File: src/rtl/dm_access_ctrl.sv
// dm_access_ctrl: sequences MEM-stage loads/stores onto the req/addr_ok/data_ok data SRAM bus,
// with alignment checks, store byte shaping, load extension, flush draining and a request timeout.
module dm_access_ctrl #(
    parameter int unsigned MAX_WAIT = 255
) (
    input  logic        clk,
    input  logic        rst,
    input  logic        mem_req,
    input  logic [2:0]  load_store_mem,
    input  logic [31:0] addr_mem,
    input  logic [31:0] rdata2_mem,
    input  logic        flush,
    input  logic        wb_allowin,
    output logic        mem_stall,
    output logic        mem_done,
    output logic [31:0] load_result,
    output logic        adel,
    output logic        ades,
    output logic        bus_err,
    output logic        data_sram_req,
    output logic        data_sram_wr,
    output logic [3:0]  data_sram_wstrb,
    output logic [31:0] data_sram_addr,
    output logic [31:0] data_sram_wdata,
    input  logic        data_sram_addr_ok,
    input  logic        data_sram_data_ok,
    input  logic [31:0] data_sram_rdata
);
    typedef enum logic [2:0] {IDLE, REQ, WAIT, DONE, DRAIN} state_t;
    state_t state, state_n;
    logic [2:0]  op;
    logic [1:0]  sft;
    logic [31:0] cnt;
    logic [31:0] shifted;
    logic [31:0] ext;
    logic [3:0]  strb;
    logic        accept, is_store, half, word, misaligned, timeout;

    always_comb begin
        accept     = (state == IDLE) & mem_req & ~flush;
        is_store   = load_store_mem[2] & (load_store_mem[1] | load_store_mem[0]);
        half       = load_store_mem inside {3'b010, 3'b011, 3'b110};
        word       = load_store_mem inside {3'b100, 3'b111};
        misaligned = (half & addr_mem[0]) | (word & |addr_mem[1:0]);
        strb       = load_store_mem == 3'b101 ? 4'b0001 << addr_mem[1:0] :
                     load_store_mem == 3'b110 ? 4'b0011 << addr_mem[1:0] :
                     load_store_mem == 3'b111 ? 4'b1111 : 4'b0000;
        shifted    = data_sram_rdata >> {sft, 3'b000};
        ext        = op == 3'b000 ? {{24{shifted[7]}}, shifted[7:0]} :
                     op == 3'b001 ? {24'b0, shifted[7:0]} :
                     op == 3'b010 ? {{16{shifted[15]}}, shifted[15:0]} :
                     op == 3'b011 ? {16'b0, shifted[15:0]} :
                     op == 3'b100 ? shifted : 32'b0;
        timeout    = (MAX_WAIT != 0) && (cnt + 32'd1 >= MAX_WAIT);
        state_n    = state;
        case (state)
            IDLE:  if (accept) state_n = misaligned ? DONE : REQ;
            REQ:   state_n = flush ? (data_sram_addr_ok ? DRAIN : IDLE) :
                             data_sram_addr_ok ? WAIT : timeout ? DONE : REQ;
            // a flush that coincides with data_ok has nothing left to drain
            WAIT:  state_n = flush ? (data_sram_data_ok ? IDLE : DRAIN) :
                             (data_sram_data_ok | timeout) ? DONE : WAIT;
            DONE:  if (flush | wb_allowin) state_n = IDLE;
            DRAIN: if (data_sram_data_ok) state_n = IDLE;
            default: state_n = IDLE;
        endcase
        mem_done      = state == DONE;
        data_sram_req = state == REQ;
        mem_stall     = accept | (state == REQ) | (state == WAIT) | (state == DRAIN) |
                        ((state == DONE) & ~wb_allowin);
    end

    always_ff @(posedge clk or posedge rst) begin
        if (rst) begin
            state           <= IDLE;
            cnt             <= '0;
            op              <= '0;
            sft             <= '0;
            data_sram_wr    <= 1'b0;
            data_sram_wstrb <= '0;
            data_sram_addr  <= '0;
            data_sram_wdata <= '0;
            load_result     <= '0;
            adel            <= 1'b0;
            ades            <= 1'b0;
            bus_err         <= 1'b0;
        end else begin
            state <= state_n;
            cnt   <= accept ? 32'd0 : (state == REQ || state == WAIT) ? cnt + 32'd1 : cnt;
            if (accept) begin
                op              <= load_store_mem;
                sft             <= addr_mem[1:0];
                data_sram_wr    <= is_store;
                data_sram_wstrb <= strb;
                data_sram_addr  <= addr_mem;
                data_sram_wdata <= rdata2_mem << {addr_mem[1:0], 3'b000};
                load_result     <= '0;
                adel            <= misaligned & ~is_store;
                ades            <= misaligned & is_store;
            end
            if (state == WAIT && !flush && data_sram_data_ok)
                load_result <= ext;
            if ((state == REQ || (state == WAIT && !data_sram_data_ok)) && state_n == DONE)
                bus_err <= 1'b1;
            if (state == DONE && state_n == IDLE) begin
                load_result <= '0;
                adel        <= 1'b0;
                ades        <= 1'b0;
                bus_err     <= 1'b0;
            end
        end
    end
endmodule

File: config.mk
export PLATFORM = sky130hd
export DESIGN_NAME = dm_access_ctrl
export DESIGN_NICKNAME = d
export VERILOG_FILES = /design/src/rtl/dm_access_ctrl.sv
export SDC_FILE = /design/constraint.sdc
export NUM_CORES = 1
export LEC_CHECK = 0
export ABC_AREA = 0
export BUFFER_PORTS_ARGS = -buffer_cell sky130_fd_sc_hd__buf_2
export CORE_MARGIN = 4
export CORE_UTILIZATION = 53
export CTS_CLUSTER_DIAMETER = 100
export DETAILED_ROUTE_END_ITERATION = 7
export PLACE_DENSITY = 0.81
export SYNTH_ARGS = -nofsm -noshare
export SYNTH_HDL_FRONTEND = slang
export SYNTH_SLANG_ARGS = --single-unit
export TNS_END_PERCENT = 100
File: constraint.sdc
create_clock -name clk -period 5.58 [get_ports clk]
set_input_delay 0.837 -clock clk [delete_from_list [all_inputs] [get_ports clk]]
set_output_delay 0.837 -clock clk [all_outputs]
set_load 0.05 [all_outputs]
==> summary.txt, run 1 <==
Run status
  • Status: complete, no violations

Clock network
  • CTS tree: built
  • CTS hold repair buffers: 0
  • Clock Tree Buf Depth: 2
  • Worst-Skew Late Latency: 430 ps
  • Clock root cell: clkbuf_16
  • # Post-CTS Setup Buffers: 0
  • Cts bufs inserted: 17
  • Post-cts repair resize count: 0
  • H-tree level count: 4
  • Clock transition at path regs: 60 ps
  • CTS sink count: 142

Detailed routing
  • Routed wire length: 22800 um
  • Initial detailed-routing violation count: between 600 and 700
  • Residual DRC: 0
  • Vias post-DR: 7682
  • Remaining antenna violation count: 0
  • 1st-pass router iterations: 5
  • Vias/cell: 5.96
  • Drt wl/cell: 17.7 um

Timing
  • RSZ-0062 raised after global routing: no
  • Fin worst setup slack: 2460 ps
  • Final Hold Viols: 0
  • Slew Limit Fails: 0
  • Worst Skew: 9.87 ps
  • Tcrit/Tclk final: 55.9%
  • Max-slew headroom: 18.8%
  • Worst Hold Slack: 470 ps
  • Worst-Margin Slew: about 1200 ps
  • F_max: 320 MHz
  • Setup TNS: 0 ps
  • Setup-failing EPs final: 0
  • Min Tclk post-route: 3120 ps

Cells and area
  • FF/Latch Area: 3550 sq um
  • Design area: 9500 sq um
  • Nets: 1205
  • Area Overhead vs Synth: 21.2%
  • Fraction of layout cells with a size suffix above 1: 25.1%
  • Fillcell total: 1217
  • Fin cells: 1290
  • Most common cell after layout, fill and taps aside: buf_2
  • Most frequent cells in the layout: buf_2 (212), nand2_1 (201), dfrtp_1 (142), o21ai_0 (91), nor2_1 (61)
  • Footprint of the multi-input gates: between 3000 and 4000 sq um
  • Ant diodes: 0

Placement
  • Hpwl dp: 15800 um
  • Placed Area: 8940 sq um
  • Placer Congestion: 0.899
  • IO Port Bufs: 212
  • Pre-CTS setup slack: 2520 ps
  • Cell count after placement: roughly 1300

Yosys
  • Seq cells post-synth: roughly 140
  • Largest family of logic cells by synthesized area: simple AND/OR/NAND/NOR gates
  • Syn Nets: 1037
  • Mux share of post-synthesis cell area: 6.05%
  • Async set-reset flop share out of synthesis: 100%
  • Seq/Total Area, Yosys: 45.3%
  • Mean post-synth cell area: 8.48 sq um
  • Distinct cells, synth: 59
  • Number of synthesized flops with an enable pin: 0
  • Post-synthesis simple-gate area fraction: 22.2%
  • Yosys warns: 0
  • Top_reg_cell synth: dfrtp_1
  • Synth Instances: 925
  • Adder-Cell Fraction of Synth Area: under 10%
  • Cell area after synthesis: 7840 sq um
  • Synth Area in Compound Gates: 19.6%
  • Xor and xnor area share after synthesis: 1.23%

Die
  • Die Width: 130 um
  • Top Ports: around 210
  • DIE AREA: 16800 sq um
  • Num rows: 44
  • Core box area: around 15000 sq um
  • Die H: 130 um
  • Starting Density: 54.0%

Setup path
  • Critical path capture point type: output port
  • Worst Path Required: 4740 ps
  • Worst path arrival time: 2280 ps
  • CP Cell Sequence: nor2_1, nand3_4, buf_4, nand2_1, buf_2
  • Worst Path Buf+Inv: 2
  • CP max stage delay: 670 ps
  • CP Class: reg2out
  • CP Max Fanout: 94
  • Critical path's slowest cell: buf_4
  • Worst Setup Start Kind: flip-flop
  • Top delay family on crit path: buffers and inverters

Global route
  • Number of global-route vias before repair: 7211
  • Initial antenna violation count: 0
  • Pin count of the biggest net entering global routing: 98
  • All-layer global routing usage: 27.1%
  • Overflow left after global routing: 0
  • First-pass GRT wire length: between 30000 and 40000 um

Power and ir drop
  • Leak: 4.75 nW
  • Cell Pwr Density: 606 nW/um^2
  • Peak VDD IR: 367 uV

Hold path
  • Worst Hold Class: reg2reg

Run
  • Max-cap viol count: 0
## cells by family after synthesis
group	count (synthesis)
fa+ha+maj	7
xor+xnor	11
simple gates	382
compound gates	248
buf+inv	89
mux	46
flops	142
## report_power, final
group          total, mW  internal (mW)  switching (mW)
Combinational       2.97          0.713            2.26
Sequential          1.70           1.39           0.309
Clock               1.09          0.598           0.495
Total               5.76           2.70            3.06
## per-layer routing
layer	up-vias	routed length [um]	share of wire, %	track usage [%]
met2	373	10700	47	42.1
met5	-	0	0	0
li1	3609	-	-	-
met3	49	2110	9.2	8.08
met1	3651	9510	42	36.7
met4	0	533	2.3	8.50
## metrics by stage
step	power [mW]	utilization, %
floorplan	3.91	-
global placement	4.60	61.5
detailed placement	4.65	61.5
CTS	5.76	65.4
global route	6.08	65.4
finish	5.76	65.4
## registers in the layout (all words and copies together), names as in the netlist
register / cells
load_result: 32
adel: 1
op: 3
ades: 1
cnt: 32
data_sram_addr: 32
bus_err: 1
data_sram_wdata: 32
state: 3
data_sram_wr: 1
data_sram_wstrb: 4
## tightest hold or removal path: cells and delay by family, from the launching register on
family	cells	cell delay, ps
flip-flops	1	330
AO/OA/AOI/OAI	1	50
AND/OR/NAND/NOR	1	50
## layout make-up
| cell class | instances | area share (%) |
|---|---|---|
| Clock inverter | 13 | 1.25 |
| Timing Repair Buffer | 221 | 11.9 |
| Sequential cell | 142 | 37.4 |
| Tap cell | 184 | 2.42 |
| Inverter | 17 | 0.724 |
| Multi-Input combinational cell | 694 | 41.7 |
| Clock buffer | 19 | 4.66 |
## cell usage after synthesis (all sizes together), types with 3 or more instances
library cell / instances / area (sq um)
a211oi: 15 / 113
a21o: 3 / 22.5
a21oi: 57 / 285
a22o: 16 / 140
a22oi: 3 / 22.5
a31oi: 6 / 37.5
and2: 10 / 62.6
and3: 11 / 70.1
and4: 5 / 43.8
buf: 15 / 75.1
clkbuf: 57 / 214
dfrtp: 142 / 3550
ha: 6 / 75.1
inv: 17 / 63.8
mux2: 11 / 124
mux2i: 35 / 350
nand2: 201 / 754
nand2b: 3 / 18.8
nand3: 31 / 160
nand4: 19 / 134
nor2: 63 / 239
nor2b: 9 / 56.3
nor3: 12 / 60.1
nor4: 7 / 62.6
o211ai: 8 / 60.1
o21ai: 92 / 460
o31ai: 27 / 203
o41ai: 6 / 52.6
or3: 4 / 25.0
xnor2: 6 / 52.6
xor2: 5 / 43.8
## final timing paths
| kind | startpoint | to | slack, ps | cells past startpoint |
|---|---|---|---|---|
| max in group asynchronous | rst | data_sram_wdata[7]$_DFFE_PP0P_ | 3870 | 3 |
| min in group asynchronous | rst | data_sram_addr[9]$_DFFE_PP0P_ | 600 | 2 |
| hold / removal | data_sram_wdata[12]$_DFFE_PP0P_ | data_sram_wdata[12]$_DFFE_PP0P_ | 470 | 2 |
| setup / recovery | state[0]$_DFF_PP0_ | mem_stall | 2460 | 5 |
| setup reg to reg | cnt[0]$_DFFE_PP0P_ | state[0]$_DFF_PP0_ | 2480 | 8 |
| hold reg to reg | data_sram_wdata[12]$_DFFE_PP0P_ | data_sram_wdata[12]$_DFFE_PP0P_ | 470 | 2 |
Note: power is estimated with default switching activity, not from simulation.
==> inputs of run 2 (changes only) <==
--- a/config.mk
+++ b/config.mk
@@ -8,10 +8,10 @@
 export ABC_AREA = 0
 export BUFFER_PORTS_ARGS = -buffer_cell sky130_fd_sc_hd__buf_2
 export CORE_MARGIN = 4
-export CORE_UTILIZATION = 53
+export CORE_UTILIZATION = 48
 export CTS_CLUSTER_DIAMETER = 100
 export DETAILED_ROUTE_END_ITERATION = 7
-export PLACE_DENSITY = 0.81
+export PLACE_DENSITY = 0.77
 export SYNTH_ARGS = -nofsm -noshare
 export SYNTH_HDL_FRONTEND = slang
 export SYNTH_SLANG_ARGS = --single-unit
==> constraint.sdc (replaced) <==
create_clock -name clk -period 2.6 [get_ports clk]
set_input_delay 0.39 -clock clk [delete_from_list [all_inputs] [get_ports clk]]
set_output_delay 0.39 -clock clk [all_outputs]
set_load 0.05 [all_outputs]
==> run 2 against run 1 <==
Sequential share of layout area down 1.3 points. Power up 120%. Clock skew shrank 0.95 ps. Sequential power up 110%. Count of clock-buffer cells in the layout shrank 2. Global-route usage shrank 2.3 points. Clock power rose by 130%. Critical path depth grew 4. Utilization shrank 3.6 points. Design area is 3.7% higher. Register-to-register slack worse by 2300 ps. Critical path type is now reg2reg.
==> summary.txt, run 2 (synthesized netlist as in run 1, its figures left out) <==
Clock network
  • H-tree level count: 4 (unchanged)
  • CTS tree: built (unchanged)
  • CTS sink count: 142 (unchanged)
  • Clock root cell: clkbuf_16 (unchanged)
  • Cts bufs inserted: 17 (unchanged)
  • CTS hold repair buffers: 0 (unchanged)
  • Clock transition at path regs: 70 ps (was 60 ps)
  • Clock Tree Buf Depth: 2 (unchanged)
  • Worst-Skew Late Latency: 430 ps (about the same)

Timing
  • Max-slew headroom: 47.6% (was 18.8%)
  • Worst Skew: 8.92 ps (was 9.87 ps)
  • F_max: 412 MHz
  • Min Tclk post-route: 2430 ps
  • Worst Hold Slack: 89.0 ps (was 470 ps)
  • Final Hold Viols: 0 (unchanged)
  • Tcrit/Tclk final: 93.4%
  • Worst-Margin Slew: 781 ps (was 1220 ps)
  • Setup-failing EPs final: 0 (unchanged)
  • Slew Limit Fails: 0 (unchanged)

Die
  • Core box area: 15900 sq um (was 14500 sq um)
  • Die H: 136 um (was 130 um)
  • Num rows: 46 (was 44)
  • DIE AREA: 18400 sq um (was 16800 sq um)
  • Starting Density: 49.2% (was 54.0%)
  • Die Width: 136 um (was 130 um)
  • Top Ports: 213 (unchanged)

Detailed routing
  • 1st-pass router iterations: 5 (unchanged)
  • Residual DRC: 0 (unchanged)
  • Drt wl/cell: 16.8 um (was 17.7 um)
  • Initial detailed-routing violation count: 603 (was 647)
  • Vias post-DR: 7544 (was 7682)
  • Remaining antenna violation count: 0 (unchanged)
  • Vias/cell: 5.59 (was 5.96)
  • Routed wire length: 22700 um (was 22800 um)

Placement
  • Placer Congestion: 0.912 (was 0.899)
  • IO Port Bufs: 212 (unchanged)
  • Hpwl dp: 16300 um (was 15800 um)
  • Cell count after placement: 1317 (was 1258)

Cells and area
  • Fin cells: 1350 (was 1290)
  • Area Overhead vs Synth: 25.6% (was 21.2%)
  • Most common cell after layout, fill and taps aside: buf_2 (unchanged)
  • Fillcell total: 1420 (was 1217)
  • Fin util: 61.8% (was 65.4%)
  • Fraction of layout cells with a size suffix above 1: 27.4% (was 25.1%)
  • Most frequent cells in the layout: buf_2 (212), nand2_1 (201), dfrtp_1 (141), o21ai_0 (90), nor2_1 (61) (was buf_2 (212), nand2_1 (201), dfrtp_1 (142), o21ai_0 (91), nor2_1 (61))
  • Ant diodes: 0 (unchanged)
  • Nets: 1233 (was 1205)

Run status
  • Status: complete, no violations (unchanged)

Setup path
  • CP Class: reg2reg (was reg2out)
  • Worst Path Required: 2900 ps (was 4740 ps)
  • Top delay family on crit path: simple AND/OR/NAND/NOR gates (was buffers and inverters)
  • CP Max Fanout: 5 (was 94)
  • Worst path arrival time: 2730 ps (was 2280 ps)
  • Worst Setup Start Kind: flip-flop (unchanged)
  • Critical path capture point type: flip-flop (was output port)
  • CP Cell Sequence: nand4_1, buf_4, or3_1, a2111oi_2, nor2_1, nor4_2, nand4b_1, a21boi_2, o22ai_1 (was nor2_1, nand3_4, buf_4, nand2_1, buf_2)
  • Critical path's slowest cell: dfrtp_1 (was buf_4)
  • Worst Path Buf+Inv: 1 (was 2)
  • CP max stage delay: 470 ps (was 670 ps)

Global route
  • All-layer global routing usage: 24.7% (was 27.1%)
  • Initial antenna violation count: 0 (unchanged)
  • Overflow left after global routing: 0 (unchanged)
  • Number of global-route vias before repair: 7318 (was 7211)
  • Pin count of the biggest net entering global routing: 94 (was 98)
  • First-pass GRT wire length: 36900 um (was 36300 um)

Power and ir drop
  • Cell Pwr Density: 1280 nW/um^2 (was 606 nW/um^2)
  • Pwr Total: 12.6 mW (was 5.76 mW)
  • Leak: 4.93 nW (was 4.75 nW)
  • Peak VDD IR: 1020 uV (was 367 uV)

Hold path
  • Worst Hold Class: in2async (was reg2reg)

Run
  • Max-cap viol count: 0 (unchanged)
[run 2: cell types whose count changed in the layout (fill, tap and decap cells not counted), moves of 2 or more]
cell and delta:
bufinv_16 +2, buf_4 +25, inv_6 -2, nor4_1 -2, inv_8 +2, clkinv_2 +2
buf_12 +3, clkinv_4 -3, nor4_2 +2
[run 2: layout make-up]
| type | count | area [sq um] | share of cell area (%) |
|---|---|---|---|
| repair buffers | 249 | 1380 | 14.0 |
| multi-input cells | 694 | 3980 | 40.4 |
| flip-flops and latches | 142 | 3550 | 36.1 |
| inverters | 17 | 67.6 | 0.686 |
| clock buffers | 17 | 425 | 4.32 |
| clock inverters | 15 | 176 | 1.79 |
| well taps | 216 | 270 | 2.74 |
[run 2: worst reg2reg max path, cell delays in order, from the launching register on]
cell and delay [ps]:
dfrtp_1 470, nand4_1 220, buf_4 200, or3_1 350, a2111oi_2 200, nor2_1 80, nor4_2 350, nand4b_1 160
a21boi_2 180, o22ai_1 100
[run 2: metrics by stage]
step           area [sq um]  setup WS, ps  TNS [ps]
2_1_floorplan          7850           200         0
3_3_place_gp           9210          55.3         0
3_5_place_dp           9210          18.3         0
4_1_cts                9820          18.1         0
5_1_grt                9850         -3.93     -3.93
6_report               9850           172         0
[run 2: per-layer routing]
| layer | global-route usage, % | vias up | part of all wire [%] |
|---|---|---|---|
| met4 | 8.06 | 0 | 1.8 |
| met1 | 33.6 | 3541 | 43 |
| met5 | 0 | - | 0 |
| li1 | - | 3661 | - |
| met3 | 7.44 | 32 | 8.5 |
| met2 | 38.1 | 310 | 46 |
[run 2: path summary, 6_finish.rpt]
kind | cells past startpoint | from | end | slack, ps
worst max-delay path | 9 | cnt[3]$_DFFE_PP0P_ | bus_err$_DFFE_PP0P_ | 170
worst min-delay path | 2 | rst | load_result[24]$_DFFE_PP0P_ | 90
worst max register to register | 9 | cnt[3]$_DFFE_PP0P_ | bus_err$_DFFE_PP0P_ | 170
worst min register to register | 2 | data_sram_addr[15]$_DFFE_PP0P_ | data_sram_addr[15]$_DFFE_PP0P_ | 470
max in group asynchronous | 3 | rst | load_result[20]$_DFFE_PP0P_ | 1740
min in group clk | 3 | addr_mem[25] | data_sram_addr[25]$_DFFE_PP0P_ | 140
[run 2: repair_timing]
action | in CTS | in global routing
pin swaps | 1 | 2
setup endpoints to repair | 1 | 3
setup buffers | 0 | 1
gates resized for setup | 0 | 8
endpoints found under the hold margin | 0 | 0
[run 2: power breakdown]
part / switching [mW] / leakage, nW / internal [mW] / total (mW)
Clock: 1.05 / 0.294 / 1.45 / 2.50
Combinational: 4.96 / 2.75 / 1.62 / 6.58
Sequential: 0.552 / 1.88 / 2.98 / 3.53
==> inputs of run 3 (changes only) <==
==> constraint.sdc (replaced) <==
create_clock -name clk -period 2.2 [get_ports clk]
set_input_delay 0.33 -clock clk [delete_from_list [all_inputs] [get_ports clk]]
set_output_delay 0.33 -clock clk [all_outputs]
set_load 0.05 [all_outputs]
==> run 3 against run 2 <==
Largest power group unchanged. Combinational power increased by 24%. Non-clock buffer count increased by 63. The flow now finishes with violations (negative setup slack). Largest cell class unchanged. Critical path depth unchanged. Clock power increased by 17%. Highest routed layer is now met5.
==> summary.txt, run 3 (synthesized netlist as in run 1, its figures left out) <==
Run status
  • Status: finished with violations (was complete, no violations)
  • Failing checks: negative setup slack

Die
  • DIE AREA: 18400 sq um (unchanged)
  • Starting Density: 49.2% (unchanged)
  • Die H: 136 um (unchanged)
  • Core box area: 15900 sq um (unchanged)
  • Num rows: 46 (unchanged)
  • Top Ports: 213 (unchanged)
  • Die Width: 136 um (unchanged)

Cells and area
  • Most frequent cells in the layout: buf_2 (211), nand2_1 (200), dfrtp_1 (140), buf_4 (90), o21ai_0 (87) (was buf_2 (212), nand2_1 (201), dfrtp_1 (141), o21ai_0 (90), nor2_1 (61))
  • Area Overhead vs Synth: 33.8% (was 25.6%)
  • Nets: 1296 (was 1233)
  • Most common cell after layout, fill and taps aside: buf_2 (unchanged)
  • Fraction of layout cells with a size suffix above 1: 32.6% (was 27.4%)
  • Fin cells: 1413 (was 1350)
  • Ant diodes: 0 (unchanged)
  • Design area: 10500 sq um (was 9850 sq um)
  • Fillcell total: 1307 (was 1420)
  • Fin util: 65.8% (was 61.8%)

Global route
  • All-layer global routing usage: 25.9% (was 24.7%)
  • Pin count of the biggest net entering global routing: 82 (was 94)
  • Number of global-route vias before repair: 7705 (was 7318)
  • Overflow left after global routing: 0 (unchanged)
  • First-pass GRT wire length: 38400 um (was 36900 um)
  • Initial antenna violation count: 1 (was 0)

Power and ir drop
  • Switching pwr: 7.81 mW (was 6.55 mW)
  • Clk pwr share: 19.1% (was 19.8%)
  • Cell internal pwr: 7.41 mW (was 6.05 mW)
  • Register share of total power: 27.0% (was 28.0%)
  • Cell Pwr Density: 1450 nW/um^2 (was 1280 nW/um^2)
  • Gate power share: 53.8% (was 52.2%)
  • Leak: 5.34 nW (was 4.93 nW)
  • Sw Ratio: 51.3% (was 52.0%)
  • Peak VDD IR: 1070 uV (was 1020 uV)

Detailed routing
  • 1st-pass router iterations: 6 (was 5)
  • Vias/cell: 5.64 (was 5.59)
  • Vias post-DR: 7968 (was 7544)
  • Remaining antenna violation count: 0 (unchanged)
  • Residual DRC: 0 (unchanged)
  • Drt wl/cell: 17.0 um (was 16.8 um)
  • Routed wire length: 24000 um (was 22700 um)
  • Initial detailed-routing violation count: 507 (was 603)

Placement
  • IO Port Bufs: 212 (unchanged)
  • Cell count after placement: 1368 (was 1317)
  • Hpwl dp: 17100 um (was 16300 um)
  • Placer Congestion: 0.949 (was 0.912)
  • Placed Area: 9660 sq um (was 9210 sq um)

Setup path
  • Worst Path Required: 2500 ps (was 2900 ps)
  • Critical path capture point type: flip-flop (unchanged)
  • Worst Setup Start Kind: flip-flop (unchanged)
  • CP Max Fanout: 4 (was 5)
  • Worst path arrival time: 2670 ps (was 2730 ps)
  • CP Class: reg2reg (unchanged)
  • Worst Reg2Reg Path Length in Cells: 9 (unchanged)

Clock network
  • Clock root cell: clkbuf_16 (unchanged)
  • Clock transition at path regs: 60 ps (was 70 ps)
  • Clock Tree Buf Depth: 2 (unchanged)
  • CTS sink count: 142 (unchanged)
  • Cts bufs inserted: 17 (unchanged)
  • CTS tree: built (unchanged)
  • H-tree level count: 4 (unchanged)
  • CTS hold repair buffers: 0 (unchanged)
  • Worst-Skew Late Latency: 430 ps (about the same)

Timing
  • Slew Limit Fails: 0 (unchanged)
  • Worst-Margin Slew: 763 ps (was 781 ps)
  • Worst Hold Slack: 27.1 ps (was 89.0 ps)
  • Min Tclk post-route: 2370 ps (was 2430 ps)
  • Tcrit/Tclk final: 108% (was 93.4%)
  • F_max: 422 MHz (was 412 MHz)
  • Setup TNS: -474 ps (was 0 ps)
  • Max-slew headroom: 48.4% (was 47.6%)
  • RSZ-0062 raised after global routing: yes
  • Worst Skew: 11.3 ps (was 8.92 ps)
  • Setup-failing EPs final: 3 (was 0)
  • Final Hold Viols: 0 (unchanged)
  • Fin worst setup slack: -172 ps (was 172 ps)

Hold path
  • Worst Hold Class: in2async (unchanged)

Run
  • Max-cap viol count: 0 (unchanged)
## run 3: cell count changes in the layout (fill, tap and decap cells not counted), sizes merged
| cell | previous run | this run |
|---|---|---|
| buf | 249 | 311 |
| clkbuf | 17 | 19 |
| clkinv | 2 | 6 |
| clkinvlp | 3 | 2 |
| inv | 25 | 21 |
## run 3: worst max-delay path, cell delays in order (launching register included)
cell and delay [ps]:
dfrtp_1 410, nand4_1 250, buf_4 220, or3_4 360, a2111oi_4 190, nor2_1 90
nor4_2 340, nand4b_1 150, a21boi_2 160, o22ai_1 80
## run 3: power by group through the flow
stage                     logic [mW]  clock network [mW]  registers, mW
after floorplan                 3.07                   0           6.89
final                           8.19                2.92           4.12
after detailed placement        8.14                   0           4.11
after global routing            8.82                3.08           4.23
after global placement          8.01                   0           4.09
after CTS                       8.17                2.97           4.10
## run 3: layout make-up
cell class	count	area (sq um)	area share, %
multi-input cells	694	4100	39.1
inverters	17	67.6	0.644
clock buffers	18	439	4.19
well taps	216	270	2.58
flip-flops and latches	142	3560	33.9
clock inverters	14	155	1.48
repair buffers	312	1900	18.1
## run 3: path summary, 6_finish.rpt
| kind | endpoint | slack [ps] | from |
|---|---|---|---|
| max | bus_err$_DFFE_PP0P_ | -170 | cnt[3]$_DFFE_PP0P_ |
| min | cnt[27]$_DFFE_PP0P_ | 30 | rst |
| max reg2reg | bus_err$_DFFE_PP0P_ | -170 | cnt[3]$_DFFE_PP0P_ |
| min reg2reg | data_sram_addr[7]$_DFFE_PP0P_ | 470 | data_sram_addr[7]$_DFFE_PP0P_ |
| max in group asynchronous | data_sram_wstrb[3]$_DFFE_PP0P_ | 1770 | rst |
| min in group clk | data_sram_addr[22]$_DFFE_PP0P_ | 90 | addr_mem[22] |
## run 3: stage by stage
step | worst slack [ps] | power (mW)
after floorplan | -60.4 | 9.95
after global placement | -113 | 12.1
after detailed placement | -218 | 12.2
after CTS | -135 | 15.2
after global routing | -305 | 16.1
final | -172 | 15.2
## run 3: metal layers
metal / vias to the layer above / part of all wire, % / track usage (%)
met2: 352 / 47 / 41.1
met5: - / 0.054 / 0
met1: 3777 / 42 / 34.9
met3: 46 / 8.5 / 7.03
li1: 3791 / - / -
met4: 2 / 2.0 / 8.17
## run 3: timing repair
| item | 4_1_cts | 5_1_grt |
|---|---|---|
| cloned | 0 | 0 |
| buffers inserted | 7 | 6 |
| resized for setup | 14 | 20 |
| setup endpoints to repair | 4 | 14 |
| pin swaps | 6 | 8 |
